`src/rtl/ram_port_arbiter.sv`:
```
// ram_port_arbiter: round-robin sharing of one simple dual-port RAM.
// Define RAM_ARB_PRIO_EN to give client 0 fixed top priority.
module ram_port_arbiter #(
  parameter int NREQ    = 4,
  parameter int D_WIDTH = 16,
  parameter int A_WIDTH = 4
) (
  input  logic                      clk,
  input  logic                      rst,
  input  logic [NREQ-1:0]           req,
  input  logic [NREQ-1:0]           we,
  input  logic [NREQ*A_WIDTH-1:0]   addr,
  input  logic [NREQ*D_WIDTH-1:0]   wdata,
  output logic [NREQ-1:0]           gnt,
  output logic [NREQ-1:0]           rvalid,
  output logic [D_WIDTH-1:0]        rdata,
  output logic [A_WIDTH-1:0]        ram_address_write,
  output logic [D_WIDTH-1:0]        ram_data_write,
  output logic                      ram_write_enable,
  output logic [A_WIDTH-1:0]        ram_address_read,
  input  logic [D_WIDTH-1:0]        ram_data_read
);

  localparam int PW = (NREQ > 2) ? $clog2(NREQ) : 1;
  localparam logic [PW-1:0] LAST = PW'(NREQ - 1);
`ifdef RAM_ARB_PRIO_EN
  localparam logic [PW-1:0] PTR_RST = PW'(1);
`else
  localparam logic [PW-1:0] PTR_RST = '0;
`endif

  logic [PW-1:0]      rr_ptr;
  logic [PW-1:0]      rr_nxt;
  logic [PW-1:0]      gnt_idx;
  logic [PW-1:0]      cand;
  logic               gnt_any;
  logic               sel_we;
  logic [A_WIDTH-1:0] sel_addr;
  logic [D_WIDTH-1:0] sel_wdata;

  // First requester at or after rr_ptr, wrapping around.
  always_comb begin
    gnt_any = 1'b0;
    gnt_idx = '0;
    cand    = '0;
`ifdef RAM_ARB_PRIO_EN
    if (req[0]) begin
      gnt_any = 1'b1;
    end else begin
      for (int i = 0; i < NREQ - 1; i++) begin
        cand = PW'(1 + (int'(rr_ptr) - 1 + i) % (NREQ - 1));
        if (!gnt_any && req[cand]) begin
          gnt_any = 1'b1;
          gnt_idx = cand;
        end
      end
    end
`else
    for (int i = 0; i < NREQ; i++) begin
      cand = PW'((int'(rr_ptr) + i) % NREQ);
      if (!gnt_any && req[cand]) begin
        gnt_any = 1'b1;
        gnt_idx = cand;
      end
    end
`endif
    if (rst) gnt_any = 1'b0;
  end

  always_comb begin
    gnt = '0;
    if (gnt_any) gnt[gnt_idx] = 1'b1;
  end

  always_comb begin
    sel_we    = 1'b0;
    sel_addr  = '0;
    sel_wdata = '0;
    for (int i = 0; i < NREQ; i++) begin
      if (gnt[i]) begin
        sel_we    = we[i];
        sel_addr  = addr[i*A_WIDTH +: A_WIDTH];
        sel_wdata = wdata[i*D_WIDTH +: D_WIDTH];
      end
    end
  end

  assign ram_write_enable  = sel_we;
  assign ram_address_write = sel_we ? sel_addr : '0;
  assign ram_data_write    = sel_we ? sel_wdata : '0;
  assign ram_address_read  = (gnt_any && !sel_we) ? sel_addr : '0;
  assign rdata             = ram_data_read;

  // Pointer moves just past the winner; client 0 never moves it in prio mode.
  always_comb begin
    rr_nxt = rr_ptr;
`ifdef RAM_ARB_PRIO_EN
    if (gnt_any && gnt_idx != '0)
      rr_nxt = (gnt_idx == LAST) ? PW'(1) : gnt_idx + PW'(1);
`else
    if (gnt_any)
      rr_nxt = (gnt_idx == LAST) ? '0 : gnt_idx + PW'(1);
`endif
  end

  always_ff @(posedge clk) begin
    if (rst) begin
      rr_ptr <= PTR_RST;
      rvalid <= '0;
    end else begin
      rr_ptr <= rr_nxt;
      rvalid <= (gnt_any && !sel_we) ? gnt : '0;
    end
  end

`ifndef SYNTHESIS
  a_gnt_onehot: assert property (@(posedge clk) $onehot0(gnt));
  a_rv_onehot:  assert property (@(posedge clk) $onehot0(rvalid));
  a_ptr_range:  assert property (@(posedge clk) disable iff (rst)
                  int'(rr_ptr) < NREQ);
`endif

endmodule

```
`config.mk`:
```
export PLATFORM = sky130hd
export DESIGN_NAME = ram_port_arbiter
export DESIGN_NICKNAME = d
export VERILOG_FILES = /design/src/rtl/ram_port_arbiter.sv
export SDC_FILE = /design/constraint.sdc
export NUM_CORES = 1
export LEC_CHECK = 0
export BUFFER_PORTS_ARGS = -buffer_cell sky130_fd_sc_hd__buf_2
export CAP_MARGIN = 20
export CORE_MARGIN = 2
export CORE_UTILIZATION = 29
export CTS_BUF_LIST = sky130_fd_sc_hd__clkbuf_16
export DETAILED_ROUTE_END_ITERATION = 16
export PLACE_DENSITY_LB_ADDON = 0.2
export SLEW_MARGIN = 10
export SYNTH_ARGS = -nofsm -noshare
export SYNTH_HDL_FRONTEND = slang
export SYNTH_SLANG_ARGS = --single-unit
```
`constraint.sdc`:
```
create_clock -name clk -period 3.3 [get_ports clk]
set_input_delay 0.825 -clock clk [delete_from_list [all_inputs] [get_ports clk]]
set_output_delay 0.825 -clock clk [all_outputs]
set_load 0.05 [all_outputs]
```
* Word-level counts from Yosys, hierarchy flattened *
Cells that the tools add are included.

storage, ports and cells
  latch bits = 0
  memories = 0
  memory bits (writable) = 0
  flip-flop bits (word level) = 6
  bits in read-only memories = 0
  logic and storage cells = 60

operators by class
  div/mod/pow operators = 0
  $mul = 0
  multiplexer cells = 36
  reductions and logical operators = 10
  magnitude comparators = 6
  add/subtract/negate cells = 4
  eq/ne operators = 1
  bitwise logic cells = 1
  shifts and indexed selects = 0

operators by type and width
  kind                                                                number
  two-way mux 16 bit                                                  5
  two-way mux 4 bit                                                   7
  < comparator 2 x 3 -> 1 bit (second input constant)                 5
  two-way mux 1 bit                                                   14
  two-way mux 2 bit                                                   5
  binary-select mux 1 bit (select 2 bit)                              4
  logical AND 1 bit                                                   5
  adder 2 x 1 -> 2 bit (second input constant)                        2
  adder 2 bit (second input constant)                                 2
  zero test 1 bit                                                     4
  demux 1 bit (select 2 bit)                                          1
  == test 2 bit (second input constant)                               1
  greater-or-equal comparator 2 x 1 -> 1 bit (second input constant)  1
  OR reduction 2 bit                                                  1
  NOT 1 bit                                                           1

* Depth between registers and ports, before layout *
  depth in word-level cells = 25
  gate-level depth with buffers = 12
  depth with buffers taken out = 10

* Least setup slack after synthesis *
OpenSTA, ideal clock, no wires.

  path kind = input to output
  start = in req[2]
  end = out ram_address_read[0]
  arrival time = 2957 ps
  setup slack = -482 ps
  cell stages on the path = 10
  buffers on the path = 2
  cells stage by stage = inv_1 > o221ai_1 > a21oi_1 > ha_1 > buf_2 > or2_2 > clkbuf_1 > a221o_1 > o311ai_0 > nor2_1

between the ends
  cells in the longest elaborated chain, start to end = 24
  elaborated cells between the ends (all ways) = 40
  those cells by class = order compare: 2; mux: 29; reduce/logical: 9

ends and longest elaborated chain
  item                                     RTL line  text
  from (decl)                              10        input logic [NREQ-1:0] req,
  binary-select mux 1 bit (select 2 bit)   61        if (!gnt_any && req[cand]) begin
  two-way mux 1 bit (implied by the code)  61
  two-way mux 1 bit                        61
  zero test 1 bit                          61
  logical AND 1 bit                        61
  two-way mux 1 bit                        61
  zero test 1 bit                          61
  logical AND 1 bit                        61
  (+5 left out)                            -
  logical AND 1 bit (implied by the code)  72        if (gnt_any) gnt[gnt_idx] = 1'b1;
  two-way mux 1 bit (implied by the code)  72
  demux 1 bit (select 2 bit)               72
  two-way mux 4 bit                        72
  two-way mux 1 bit (4 in a row)           80        if (gnt[i]) begin
  zero test 1 bit                          91        assign ram_address_read = (gnt_any && !sel_we) ? sel_addr : '0;
  logical AND 1 bit                        91
  two-way mux 4 bit (*)                    91
  to (decl)                                20        output logic [A_WIDTH-1:0] ram_address_read,

Mark *: on every way between the ends. The rest lies on a longest branch, timed or not. The select of a mux whose other input is x is not followed.

* Worst setup path after layout *
  start = in req[0]
  end = out ram_data_write[3]

between the ends
  cells in the longest elaborated chain, start to end = 22
  elaborated cells between the ends (all ways) = 38
  those cells by class = order compare: 2; mux: 29; reduce/logical: 7

ends and longest elaborated chain
  item                                                                                                                    RTL line  text
  binary-select mux 1 bit (select 2 bit)                                                                                  61
  two-way mux 1 bit (implied by the code)                                                                                 61
  two-way mux 1 bit                                                                                                       61
  zero test 1 bit                                                                                                         61
  logical AND 1 bit                                                                                                       61
  two-way mux 1 bit                                                                                                       61
  zero test 1 bit                                                                                                         61
  logical AND 1 bit                                                                                                       61
  (+3 left out)                                                                                                           -
  two-way mux 2 bit                                                                                                       61
  < comparator 2 x 3 -> 1 bit (implied by the code) / greater-or-equal comparator 2 x 1 -> 1 bit (equally long branches)  72
  logical AND 1 bit (implied by the code)                                                                                 72
  two-way mux 1 bit (implied by the code)                                                                                 72
  demux 1 bit (select 2 bit)                                                                                              72
  two-way mux 4 bit (*)                                                                                                   72
  two-way mux 16 bit / two-way mux 1 bit (equally long branches) (4 in a row)                                             80
  two-way mux 16 bit (*)                                                                                                  90        assign ram_data_write = sel_we ? sel_wdata : '0;
  to (decl)                                                                                                               18        output logic [D_WIDTH-1:0] ram_data_write,

Marked as above.

==> results.sh <==
export IMPL_diodes=0
export IMPL_r2r_slack_ns=1.10
export IMPL_crit_fanout=8
export IMPL_hold_end="rr_ptr[0]$_SDFFE_PP0P_"
export IMPL_maxCapViolations=0
export IMPL_worstSkewPairLatency_ns=0.23
export IMPL_hold_ws_ns=0.562
export IMPL_status="complete, but fails checks"
export IMPL_cts_root_buffer="clkbuf_16"
export IMPL_ys_types=38
export IMPL_violations="negative setup slack"
export IMPL_r2r_end="rvalid[0]$_SDFF_PP0_"
export IMPL_finalMaxSlewViolations=0
export IMPL_syn_num_nets=278
export IMPL_power_density_nw_per_um2=556
export IMPL_die_w_um=69.1
export IMPL_min_from="rr_ptr[0]$_SDFFE_PP0P_"
export IMPL_rows=23
export IMPL_hold_buffers=0
export IMPL_netlist_area_um2=1230
export IMPL_power_mw=1.44
export IMPL_p_sw_share_pct=48.6
export IMPL_reg2reg_depth=11
export IMPL_ir_worst_vdd_mv=0.274
export IMPL_relSlewSlack_pct=60.4
export IMPL_die_y_um=69.1
export IMPL_final_hold_viol_count=0
export IMPL_hpwl_mm=4.02
export IMPL_met3_usage_pct=4.68
export IMPL_h_tree_depth=1
export IMPL_cp_end_kind="output port"
export IMPL_clock_skew_ns=0.00301
export IMPL_setup_viol=25
export IMPL_pwr_share_seq_pct=6.3
export IMPL_viasPerCell=5.15
export IMPL_busiest_layer="met2"
export IMPL_cp_arrival_ns=2.74
export IMPL_cts_sinks=6
export IMPL_pwr_share_clk_pct=13.5
export IMPL_num_vias=1796
export IMPL_ys_warn_count=0
export IMPL_die_area_um2=4770
export IMPL_final_area_um2=2590
export IMPL_fin_setup_tns_ns=-6.05
export IMPL_grt_pass1_vias=1840
export IMPL_drc_errors=0
export IMPL_ys_seq_elements=6
export IMPL_synthCells=168
export IMPL_initial_utilization_pct=30.5
export IMPL_antenna_found_initial=0
export IMPL_startpoint_type="input pin"
export IMPL_switchingPower_mw=0.700
export IMPL_cts_tree="yes"
export IMPL_nets=411
export IMPL_numCtsBuffers=3
export IMPL_internal_power_mw=0.741
export IMPL_critPathRequiredTime_ns=2.47
export IMPL_cp_slowest_cell="or3_4"
export IMPL_rsz0062_at_grt="yes"
export IMPL_period_needed_ns=3.57
export IMPL_antenna_left=0
export IMPL_grt_max_degree=17
export IMPL_area_delta_synth_final_pct=111
export IMPL_period_share_pct=108
export IMPL_gp_congestion=0.844
export IMPL_crit_type="in -> out"
export IMPL_cpPeakStageDelay_ns=0.44
export IMPL_drt_first_pass_iters=4
export IMPL_grt_use_met1_pct=25.8
export IMPL_yosysSeqAreaShare_pct=9.79
export IMPL_io_pins=155
export IMPL_first_iter_violations=59
export IMPL_grt_met2_usage_pct=42.5
export IMPL_power_frac_comb_pct=80.2
export IMPL_clk_pin_slew_ns=0.03
export IMPL_drive_gt1_share_pct=70.6
export IMPL_hold_class="reg -> reg"
export IMPL_grt_first_pass_wirelength_mm=8.98
export IMPL_tightest_slew_ns=0.591
export IMPL_fin_util_pct=64.3
export IMPL_wire_per_inst_um=16.6
export IMPL_cts_buffer_depth=2
export IMPL_synth_area_per_cell_um2=7.31
export IMPL_finalWorstSetupSlack_ns=-0.267
export IMPL_fmax_mhz=280
export IMPL_drt_total_wl_mm=5.80
export IMPL_r2r_start="rr_ptr[1]$_SDFFE_PP0P_"
export IMPL_overflow=0
export IMPL_leakage_nw=1.34
export IMPL_placed_area_um2=2020
export IMPL_holdPathStages=2
export IMPL_grtUsageTotal_pct=22.7
export IMPL_port_buffers=122
export IMPL_design_core_area_um2=4030
export IMPL_crit_chain="buf_8 > a21oi_2 > nor2_1 > nor2_2 > o22ai_2 > ha_2 > and3b_1 > o221ai_2 > or3_4 > inv_8 > o211a_1 > buf_6"
-- metal layers --
| metal | part of all wire [%] | routed length, µm |
|---|---|---|
| met2 | 53 | 3100 |
| met5 | 0 | 0 |
| met1 | 38 | 2200 |
| met3 | 7.3 | 421 |
| met4 | 1.3 | 76 |
-- cell usage in the layout, fill, tap and decap left out, types with 7 or more instances in the layout --
master    count
buf_4        26
a21oi_1      18
buf_6        16
inv_1        20
o211a_4       9
o211a_1       7
buf_8        15
buf_2        95
nor2_4        8
a221oi_1     10
-- worst max-delay path by stage --
stage | startpoint | to | cells past startpoint
3_3_place_gp | req[0] | ram_data_write[11] | 12
2_1_floorplan | req[0] | ram_data_write[10] | 12
4_1_cts | req[0] | ram_data_write[2] | 12
3_5_place_dp | req[0] | ram_data_write[11] | 12
5_1_grt | req[0] | ram_data_write[2] | 12
6_report | req[0] | ram_data_write[3] | 12
-- area by class of cell --
cell class                      instances  area [µm²]
Inverter                               24         100
Timing Repair inverter                  2        17.5
Multi-Input combinational cell        111        1120
Timing Repair Buffer                  153        1100
Fill cell                             351        1440
Sequential cell                         6         120
Tap cell                               50        62.6
Clock buffer                            3        75.1
-- power by group through the flow --
stage	clock, mW	sequential, mW	combinational [mW]
final	0.195	0.0907	1.16
after global routing	0.204	0.0916	1.22
after CTS	0.198	0.0905	1.10
after detailed placement	0	0.0897	0.882
after global placement	0	0.0899	0.882
after floorplan	0	0.109	0.695
-- state kept, by name (all words and copies together) (netlist names) --
signal and cells:
rr_ptr 2, rvalid 4
-- per-stage QoR --
stage	cells	worst slack, ns
2_1_floorplan	168	-0.267
3_3_place_gp	334	-0.456
3_5_place_dp	334	-0.467
4_1_cts	346	-0.316
5_1_grt	349	-0.367
6_report	349	-0.267
-- logic make-up (layout without fill, tap and decap cells) --
group / Yosys count / in the layout / share of synthesized area [%]
AOI/OAI and AO/OA: 68 / 68 / 44.1
adders and majority gates: 4 / 4 / 4.08
buffers and inverters: 53 / 182 / 25.3
DFF: 6 / 6 / 9.79
and+or+nand+nor: 37 / 39 / 16.7
-- worst max-delay path: cells and delay by family --
kind,cells,cell delay [ns]
AOI/OAI and AO/OA,4,0.48
adders and majority gates,1,0.21
and+or+nand+nor,4,0.84
buffers and inverters,3,0.38
-- cell usage after synthesis, drive strengths merged --
cell type	number	area share, %
nor2	12	3.7
o22a	1	0.71
o311ai	3	2.1
and2	3	1.5
inv	24	7.7
a211oi	1	0.61
buf	23	16
a221oi	16	11
a2bb2oi	1	0.71
a211o	1	0.71
nand2	5	1.5
o22ai	1	0.51
clkbuf	6	1.8
or3	1	0.92
or4	1	0.92
ha	4	4.1
nand2b	5	2.5
a21oi	20	8.2
a221o	3	2.4
dfxtp	6	9.8
and3	3	1.5
o211a	16	13
nor3	1	0.41
nand3b	1	0.92
o21ai	1	0.41
or2	2	1.0
o211ai	1	0.61
nor2b	1	0.51
o221ai	3	2.7
and3b	1	0.71
nor4	1	0.51
-- what timing repair did --
action	4_1_cts	5_1_grt
buffers inserted	5	3
gates resized for setup	93	16
cloned	4	0
pin swaps	18	5
endpoints found under the setup margin	25	26
Note: power is estimated with default switching activity, not from simulation.
